--- config.mk ---
export PLATFORM = sky130hd
export DESIGN_NAME = dac_spi_writer_flat
export DESIGN_NICKNAME = d
export VERILOG_FILES = /design/src/rtl/dac_spi_writer_if.sv /design/src/rtl/dac_spi_writer.sv /design/src/flat_wrapper.sv
export SDC_FILE = /design/constraint.sdc
export NUM_CORES = 1
export LEC_CHECK = 0
export CELL_PAD_IN_SITES_DETAIL_PLACEMENT = 1
export CELL_PAD_IN_SITES_GLOBAL_PLACEMENT = 1
export CORE_MARGIN = 2
export CORE_UTILIZATION = 44
export DETAILED_ROUTE_END_ITERATION = 16
export PLACE_DENSITY_LB_ADDON = 0.1
export SYNTH_ARGS = -nofsm -noshare
export SYNTH_HDL_FRONTEND = slang
export SYNTH_SLANG_ARGS = --single-unit
--- constraint.sdc ---
create_clock -name clk -period 3.3 [get_ports clk]
set_input_delay 0.66 -clock clk [delete_from_list [all_inputs] [get_ports clk]]
set_output_delay 0.66 -clock clk [all_outputs]
set_load 0.1 [all_outputs]
--- src/rtl/dac_spi_writer_if.sv ---
// Sample handshake from the function generator plus the serial DAC pins.
// The writer takes the slave side; the upstream/bench takes the master side.
interface dac_spi_writer_if;
    logic [11:0] sample;
    logic        sample_valid;
    logic        sample_ready;
    logic        sclk;
    logic        sync_n;
    logic        sdo;
    logic        frame_done;

    modport master (
        output sample, sample_valid,
        input  sample_ready, sclk, sync_n, sdo, frame_done
    );

    modport slave (
        input  sample, sample_valid,
        output sample_ready, sclk, sync_n, sdo, frame_done
    );
endinterface

--- src/rtl/dac_spi_writer.sv ---
// Serialises 12-bit DAC codes into 16-bit SPI frames, MSB first.
// SCLK idles high; the DAC samples sdo on each falling sclk edge.
module dac_spi_writer #(
    parameter int CLK_DIV    = 2,
    parameter int GAP_CYCLES = 2
) (
    input  logic             clk,
    input  logic             rst,
    dac_spi_writer_if.slave  bus
);

    typedef enum logic [1:0] {IDLE, SHIFT_HI, SHIFT_LO, GAP} state_t;

    localparam logic [7:0] DIV_LAST = 8'(CLK_DIV - 1);
    localparam logic [7:0] GAP_LAST = 8'(GAP_CYCLES - 1);

    state_t      r_state;
    logic [7:0]  r_cnt;
    logic [3:0]  r_bit;
    logic [14:0] r_shift;
    logic        r_sclk;
    logic        r_sync_n;
    logic        r_sdo;
    logic        r_done;
    logic        r_ready;
    logic [15:0] w_frame;

    assign w_frame = {4'b0000, bus.sample};

    always_ff @(posedge clk) begin
        if (rst) begin
            r_state  <= IDLE;
            r_cnt    <= '0;
            r_bit    <= '0;
            r_shift  <= '0;
            r_sclk   <= 1'b1;
            r_sync_n <= 1'b1;
            r_sdo    <= 1'b0;
            r_done   <= 1'b0;
            r_ready  <= 1'b0;
        end else begin
            r_done <= 1'b0;
            case (r_state)
                IDLE: begin
                    if (r_ready && bus.sample_valid) begin
                        // bit 15 goes out now, the remaining 15 are held for shifting
                        r_sdo    <= w_frame[15];
                        r_shift  <= w_frame[14:0];
                        r_sync_n <= 1'b0;
                        r_sclk   <= 1'b1;
                        r_ready  <= 1'b0;
                        r_cnt    <= '0;
                        r_bit    <= '0;
                        r_state  <= SHIFT_HI;
                    end else begin
                        r_ready <= 1'b1;
                    end
                end
                SHIFT_HI: begin
                    if (r_cnt == DIV_LAST) begin
                        r_cnt   <= '0;
                        r_sclk  <= 1'b0;
                        r_state <= SHIFT_LO;
                    end else begin
                        r_cnt <= r_cnt + 8'd1;
                    end
                end
                SHIFT_LO: begin
                    if (r_cnt == DIV_LAST) begin
                        r_cnt  <= '0;
                        r_sclk <= 1'b1;
                        if (r_bit == 4'd15) begin
                            r_sync_n <= 1'b1;
                            r_sdo    <= 1'b0;
                            r_done   <= 1'b1;
                            r_state  <= GAP;
                        end else begin
                            r_bit   <= r_bit + 4'd1;
                            r_sdo   <= r_shift[14];
                            r_shift <= {r_shift[13:0], 1'b0};
                            r_state <= SHIFT_HI;
                        end
                    end else begin
                        r_cnt <= r_cnt + 8'd1;
                    end
                end
                GAP: begin
                    if (r_cnt == GAP_LAST) begin
                        r_cnt   <= '0;
                        r_ready <= 1'b1;
                        r_state <= IDLE;
                    end else begin
                        r_cnt <= r_cnt + 8'd1;
                    end
                end
                default: r_state <= IDLE;
            endcase
        end
    end

    assign bus.sclk         = r_sclk;
    assign bus.sync_n       = r_sync_n;
    assign bus.sdo          = r_sdo;
    assign bus.frame_done   = r_done;
    assign bus.sample_ready = r_ready;

endmodule

--- src/flat_wrapper.sv ---
// flat-port wrapper written by rule: the top's interface ports become plain ports
module dac_spi_writer_flat 
#(
    parameter int CLK_DIV    = 2,
    parameter int GAP_CYCLES = 2
)
  (clk, rst, bus_sample, bus_sample_valid, bus_sample_ready, bus_sclk, bus_sync_n, bus_sdo, bus_frame_done);
  dac_spi_writer_if bus_i ();
  input  logic clk;
  input  logic rst;
  input wire logic [$bits(bus_i.sample)-1:0] bus_sample;
  input wire logic [$bits(bus_i.sample_valid)-1:0] bus_sample_valid;
  output wire logic [$bits(bus_i.sample_ready)-1:0] bus_sample_ready;
  output wire logic [$bits(bus_i.sclk)-1:0] bus_sclk;
  output wire logic [$bits(bus_i.sync_n)-1:0] bus_sync_n;
  output wire logic [$bits(bus_i.sdo)-1:0] bus_sdo;
  output wire logic [$bits(bus_i.frame_done)-1:0] bus_frame_done;
  assign bus_i.sample = bus_sample;
  assign bus_i.sample_valid = bus_sample_valid;
  assign bus_sample_ready = bus_i.sample_ready;
  assign bus_sclk = bus_i.sclk;
  assign bus_sync_n = bus_i.sync_n;
  assign bus_sdo = bus_i.sdo;
  assign bus_frame_done = bus_i.frame_done;
  dac_spi_writer #(.CLK_DIV(CLK_DIV), .GAP_CYCLES(GAP_CYCLES)) u_core (.clk(clk), .rst(rst), .bus(bus_i));
endmodule
---- Word-level counts from Yosys, hierarchy flattened ----
Index checks and enable logic that the tools add are counted.
cells by class
  shift-type cells ........................ 0
  bitwise logic cells ..................... 2
  multipliers ............................. 0
  divide/modulo/power cells ............... 0
  $add $sub $neg .......................... 2
  reductions and logical operators ........ 13
  order comparisons ....................... 0
  equality and inequality tests ........... 11
  mux-type cells .......................... 31
operators with widths
  operator                                                count
  2-to-1 mux 15 bit                                       3
  case mux 15 bit (2 select lines)                        1
  2-to-1 mux 8 bit                                        2
  case mux 8 bit (2 select lines)                         1
  AND reduction 4 bit                                     4
  2-to-1 mux 4 bit                                        3
  2-to-1 mux 1 bit                                        10
  2-to-1 mux 2 bit                                        5
  inequality test 2 x 1 -> 1 bit (second input constant)  5
  adder 8 x 1 -> 8 bit (second input constant)            1
  equality test 8 x 1 -> 1 bit (second input constant)    1
  case mux 2 bit (4 select lines)                         1
  case mux 4 bit (2 select lines)                         1
  case mux 1 bit (2 select lines)                         3
  OR reduction 3 bit                                      2
  adder 4 x 1 -> 4 bit (second input constant)            1
  equality test 2 bit (second input constant)             2
  equality test 4 bit (second input constant)             1
  nonzero test 2 bit                                      2
  case mux 1 bit (3 select lines)                         1
  AND reduction 3 bit                                     1
  nonzero test 3 bit                                      1
  equality test 2 x 1 -> 1 bit (second input constant)    1
  zero test 2 bit                                         1
  other kinds (4)                                         5
word-level totals
  latch bits .............................. 0
  RAM bits ................................ 0
  ROM bits ................................ 0
  bits in registers ....................... 34
  input bits .............................. 15
  word-level logic and storage cells ...... 68
  output and inout bits ................... 5
  memories kept ........................... 0

---- Depth between registers and ports, before layout ----
  depth in word-level cells ............... 4
  gate-level depth with buffers ........... 9
  depth with buffers taken out ............ 6

---- Least setup slack after synthesis ----
Ideal clock, no wire load.
  path type ............................... register to register
  start point ............................. register u_core.r_cnt[0]
  end point ............................... register u_core.r_shift[13]
  arrival time ............................ 2.096 ns
  setup time .............................. 0.122 ns
  required time ........................... 3.178 ns
  buffers on the path ..................... 3
  setup slack ............................. 1.082 ns
  cell stages (with the launch flop) ...... 9
  path through ............................ dfxtp_1 -> ha_1 -> or4b_1 -> buf_2 -> or4b_1 -> buf_2 -> nand2_2 -> buf_4 -> o22ai_1
on the way
  cells in the longest elaborated chain, start to end .. 3
RTL lines
  element                                   line                  source
  from (decl)                               dac_spi_writer.sv:18  logic [7:0] r_cnt;
  from (signal assigned)                    dac_spi_writer.sv:65  r_cnt <= r_cnt + 8'd1;
  from (signal assigned)                    dac_spi_writer.sv:84  r_cnt <= r_cnt + 8'd1;
  from (signal assigned)                    dac_spi_writer.sv:93  r_cnt <= r_cnt + 8'd1;
  equality test 8 x 1 -> 1 bit              dac_spi_writer.sv:69  if (r_cnt == DIV_LAST) begin
  inequality test 2 x 1 -> 1 bit (no line)  --
  AND reduction 4 bit (no line)             --
  to (signal assigned)                      dac_spi_writer.sv:48  r_shift <= w_frame[14:0];
  to (signal assigned)                      dac_spi_writer.sv:80  r_shift <= {r_shift[13:0], 1'b0};
  to (decl)                                 dac_spi_writer.sv:20  logic [14:0] r_shift;
No other way between the ends.
A chain may end at the register's enable or synchronous reset.

---- Worst setup path in the final report ----
  start point ............................. register u_core.r_cnt[0]
  end point ............................... register u_core.r_shift[4]
The elaborated chain is that of the path after synthesis.

==> run_results.csv <==
group,metric,value,unit
run_status,outcome,"finished clean",
critical_path,end_kind,"register",
synthesis,synth_cells,184,
run,cap_violations,0,
synthesis,yosysWarnings,0,
final_layout,final_core_util,0.5495,
clock_tree,htreeDepth,2,
drt,vias_per_cell,5.874,
synthesis,synth_top_cell_area_share,0.4224,
synthesis,syn_area,1612,um^2
worst_hold_path,hp-class,"reg2reg",
critical_path,worstPathRequired,3.50,ns
pwr,power_leakage,0.7610,nW
drt,first_pass_iters,4,
global_route,grt_use_total,0.2122,
clock_tree,cts_tree,"done",
global_route,grt_max_degree,25,
global_route,grt_pass1_vias,1453,
synthesis,synth_enable_flop_cells,0,
final_layout,area_growth,16.46,%
timing,setup_viol,0,
place,port_buffers,19,
synthesis,ys_top_cells_by_area,"dfxtp_1 42%, mux2i_1 8.1%, a211oi_1 5.6%",
timing,fin_crit,2.404,ns
timing,clock-skew-final,0.01696,ns
synthesis,synth_cell_type_count,44,
place,post_dp_cell_area,1813,um^2
timing,slew_violations,0,
synthesis,async_flop_share,0,
drt,remaining_drc_errors,0,
floorplanning,die-width,64.52,um
global_route,overflow,0,
timing,fin_crit_sh,0.7285,
place,gp_congestion,0.8544,
synthesis,synth.yosys.seq_area_share,0.4224,
floorplanning,die_area,4163,um^2
place,hpwl,2962,um
floorplanning,start_util,0.4718,
clock_tree,cts.root.buffer_cell,"clkbuf_4",
global_route,grt_pass1_wl,6831,um
clock_tree,clk_pin_slew_worst_paths,0.11,ns
synthesis,synth-seq-cells,34,
timing,fmax,416.0,MHz
floorplanning,placement_rows,21,
pwr,p_per_area,446.3,nW/um^2
worst_hold_path,worstHoldStart,"u_core.r_bit[1]",
synthesis,synth_nets,202,
floorplanning,core_area,3416,um^2
floorplanning,fp.dieH,64.52,um
drt,drt-initial-drc-count,64,
floorplanning,io_pins,20,
global_route,antenna_found_initial,0,
clock_tree,cts_resized,0,
timing,hold-worst-slack,0.4823,ns
critical_path,r2r-end,"u_core.r_shift[4]",
worst_hold_path,whs_path_depth,2,
pwr,finalPower,0.8377,mW
timing,finalHoldViolations,0,
synthesis,synthFlopType,"dfxtp_1",
drt,ant_nets,0,
timing,setup-tns-final,0,ns
clock_tree,hold_buffers,0,
synthesis,synth.largest_area_cell,"dfxtp_1",
drt,wl_per_cell,16.51,um
critical_path,reg2reg_from,"u_core.r_cnt[0]",
final_layout,drive_gt1_frac,0.1045,
drt,via_count,1451,
critical_path,crit_fanout,16,
clock_tree,cts.sinks,34,
timing,max_slew_margin,0.3984,
critical_path,regToRegSetupSlack,0.90,ns
pwr,peakVddDrop,271.8,uV
final_layout,final_cell_area,1877,um^2
clock_tree,cts_setup_buffers,0,
critical_path,reg2reg_depth,5,
clock_tree,cts_buffers,5,
synthesis,avgSynthCellArea,8.758,um^2
critical_path,critPathKind,"reg2reg",
final_layout,final_nets,218,
critical_path,crit_path_start_kind,"register",
timing,grt_setup_unrepaired,"false",
clock_tree,clock_path_buffers,2,
critical_path,arrival,2.60,ns
final_layout,diodes,0,
drt,wl,4077,um
worst_hold_path,worstHoldEndpoint,"u_core.r_bit[1]",
clock_tree,insertion_delay,0.34,ns
timing,tightest_slew,0.8991,ns
==> sequential cells by signal (all words and copies together), names as in the netlist <==
register	flops
u_core.bus.frame_done	1
u_core.bus.sample_ready	1
u_core.bus.sclk	1
u_core.bus.sdo	1
u_core.bus.sync_n	1
u_core.r_bit	4
u_core.r_cnt	8
u_core.r_shift	15
u_core.r_state	2
==> Yosys cell counts, types with 3 or more instances <==
master and number:
a211oi_1 12, a21oi_1 11, buf_2 3, clkbuf_1 8, dfxtp_1 34, ha_1 3, inv_1 6, mux2i_1 13
nand2_1 12, nand3_1 10, nor2_1 11, nor3_1 14, o21ai_0 5
==> where the power goes <==
group	switching, mW	total (mW)	internal (mW)	leakage, nW
logic	0.0849	0.141	0.0557	0.450
registers	0.0190	0.449	0.430	0.277
clock network	0.146	0.248	0.102	0.0343
==> metal layers <==
metal  GRT usage  vias to the layer above  routed length [um]
met5           0                        -                   0
met4     0.06117                        0                  46
met3     0.05556                        6                 121
met2      0.3529                       26                1916
met1      0.2708                      703                1991
li1            -                      716                   -
==> cell type report <==
class / instances / area (um^2)
Fill cell: 408 / 1539
Multi-Input combinational cell: 130 / 848.3
Clock inverter: 2 / 12.51
Clock buffer: 6 / 51.30
Inverter: 7 / 26.28
Timing Repair Buffer: 22 / 200.2
Tap cell: 46 / 57.56
Sequential cell: 34 / 680.7
==> critical path, stage by stage (launching register included) <==
cell      delay, ns
dfxtp_1        0.43
ha_1           0.20
or4b_1         0.55
or4b_1         0.67
nand2_2        0.30
a211oi_1       0.13
==> how the worst max path moves through the flow <==
stage / from / endpoint / slack, ns / cells past startpoint
3_3_place_gp: bus_sample_valid / u_core.r_shift[11] / 0.86 / 5
4_1_cts: u_core.r_cnt[0] / u_core.r_shift[4] / 0.90 / 5
5_1_grt: u_core.r_cnt[0] / u_core.r_bit[0] / 0.78 / 5
3_5_place_dp: bus_sample_valid / u_core.r_shift[8] / 0.70 / 5
6_report: u_core.r_cnt[0] / u_core.r_shift[4] / 0.90 / 5
2_1_floorplan: u_core.r_cnt[0] / u_core.r_shift[13] / 1.08 / 8
==> layout by cell type (no fill, tap or decap), types with 3 or more instances in the layout <==
| cell | Yosys | routed |
|---|---|---|
| dfxtp_1 | 34 | 34 |
| nor3_1 | 14 | 14 |
| clkdlybuf4s50_1 | 0 | 14 |
| mux2i_1 | 13 | 13 |
| a211oi_1 | 12 | 12 |
| nand2_1 | 12 | 12 |
| nor2_1 | 11 | 11 |
| a21oi_1 | 11 | 11 |
| nand3_1 | 10 | 10 |
| buf_4 | 1 | 8 |
| inv_1 | 6 | 6 |
| o21ai_0 | 5 | 5 |
| clkbuf_4 | 0 | 5 |
| ha_1 | 3 | 3 |
==> through the flow <==
step	std cells	setup WS, ns
after floorplan	184	1.082
after global placement	239	0.8559
after detailed placement	239	0.6957
after CTS	247	0.9030
after global routing	247	0.7820
final	247	0.8960
==> logic make-up after synthesis <==
kind of cell | after synthesis | synth area share
fa+ha+maj | 3 | 0.02329
mux | 13 | 0.08074
flops | 34 | 0.4224
compound gates | 49 | 0.2096
xor+xnor | 1 | 0.005436
simple gates | 64 | 0.2073
buf+inv | 20 | 0.05124
No activity file was read; power rests on OpenSTA's default activity.
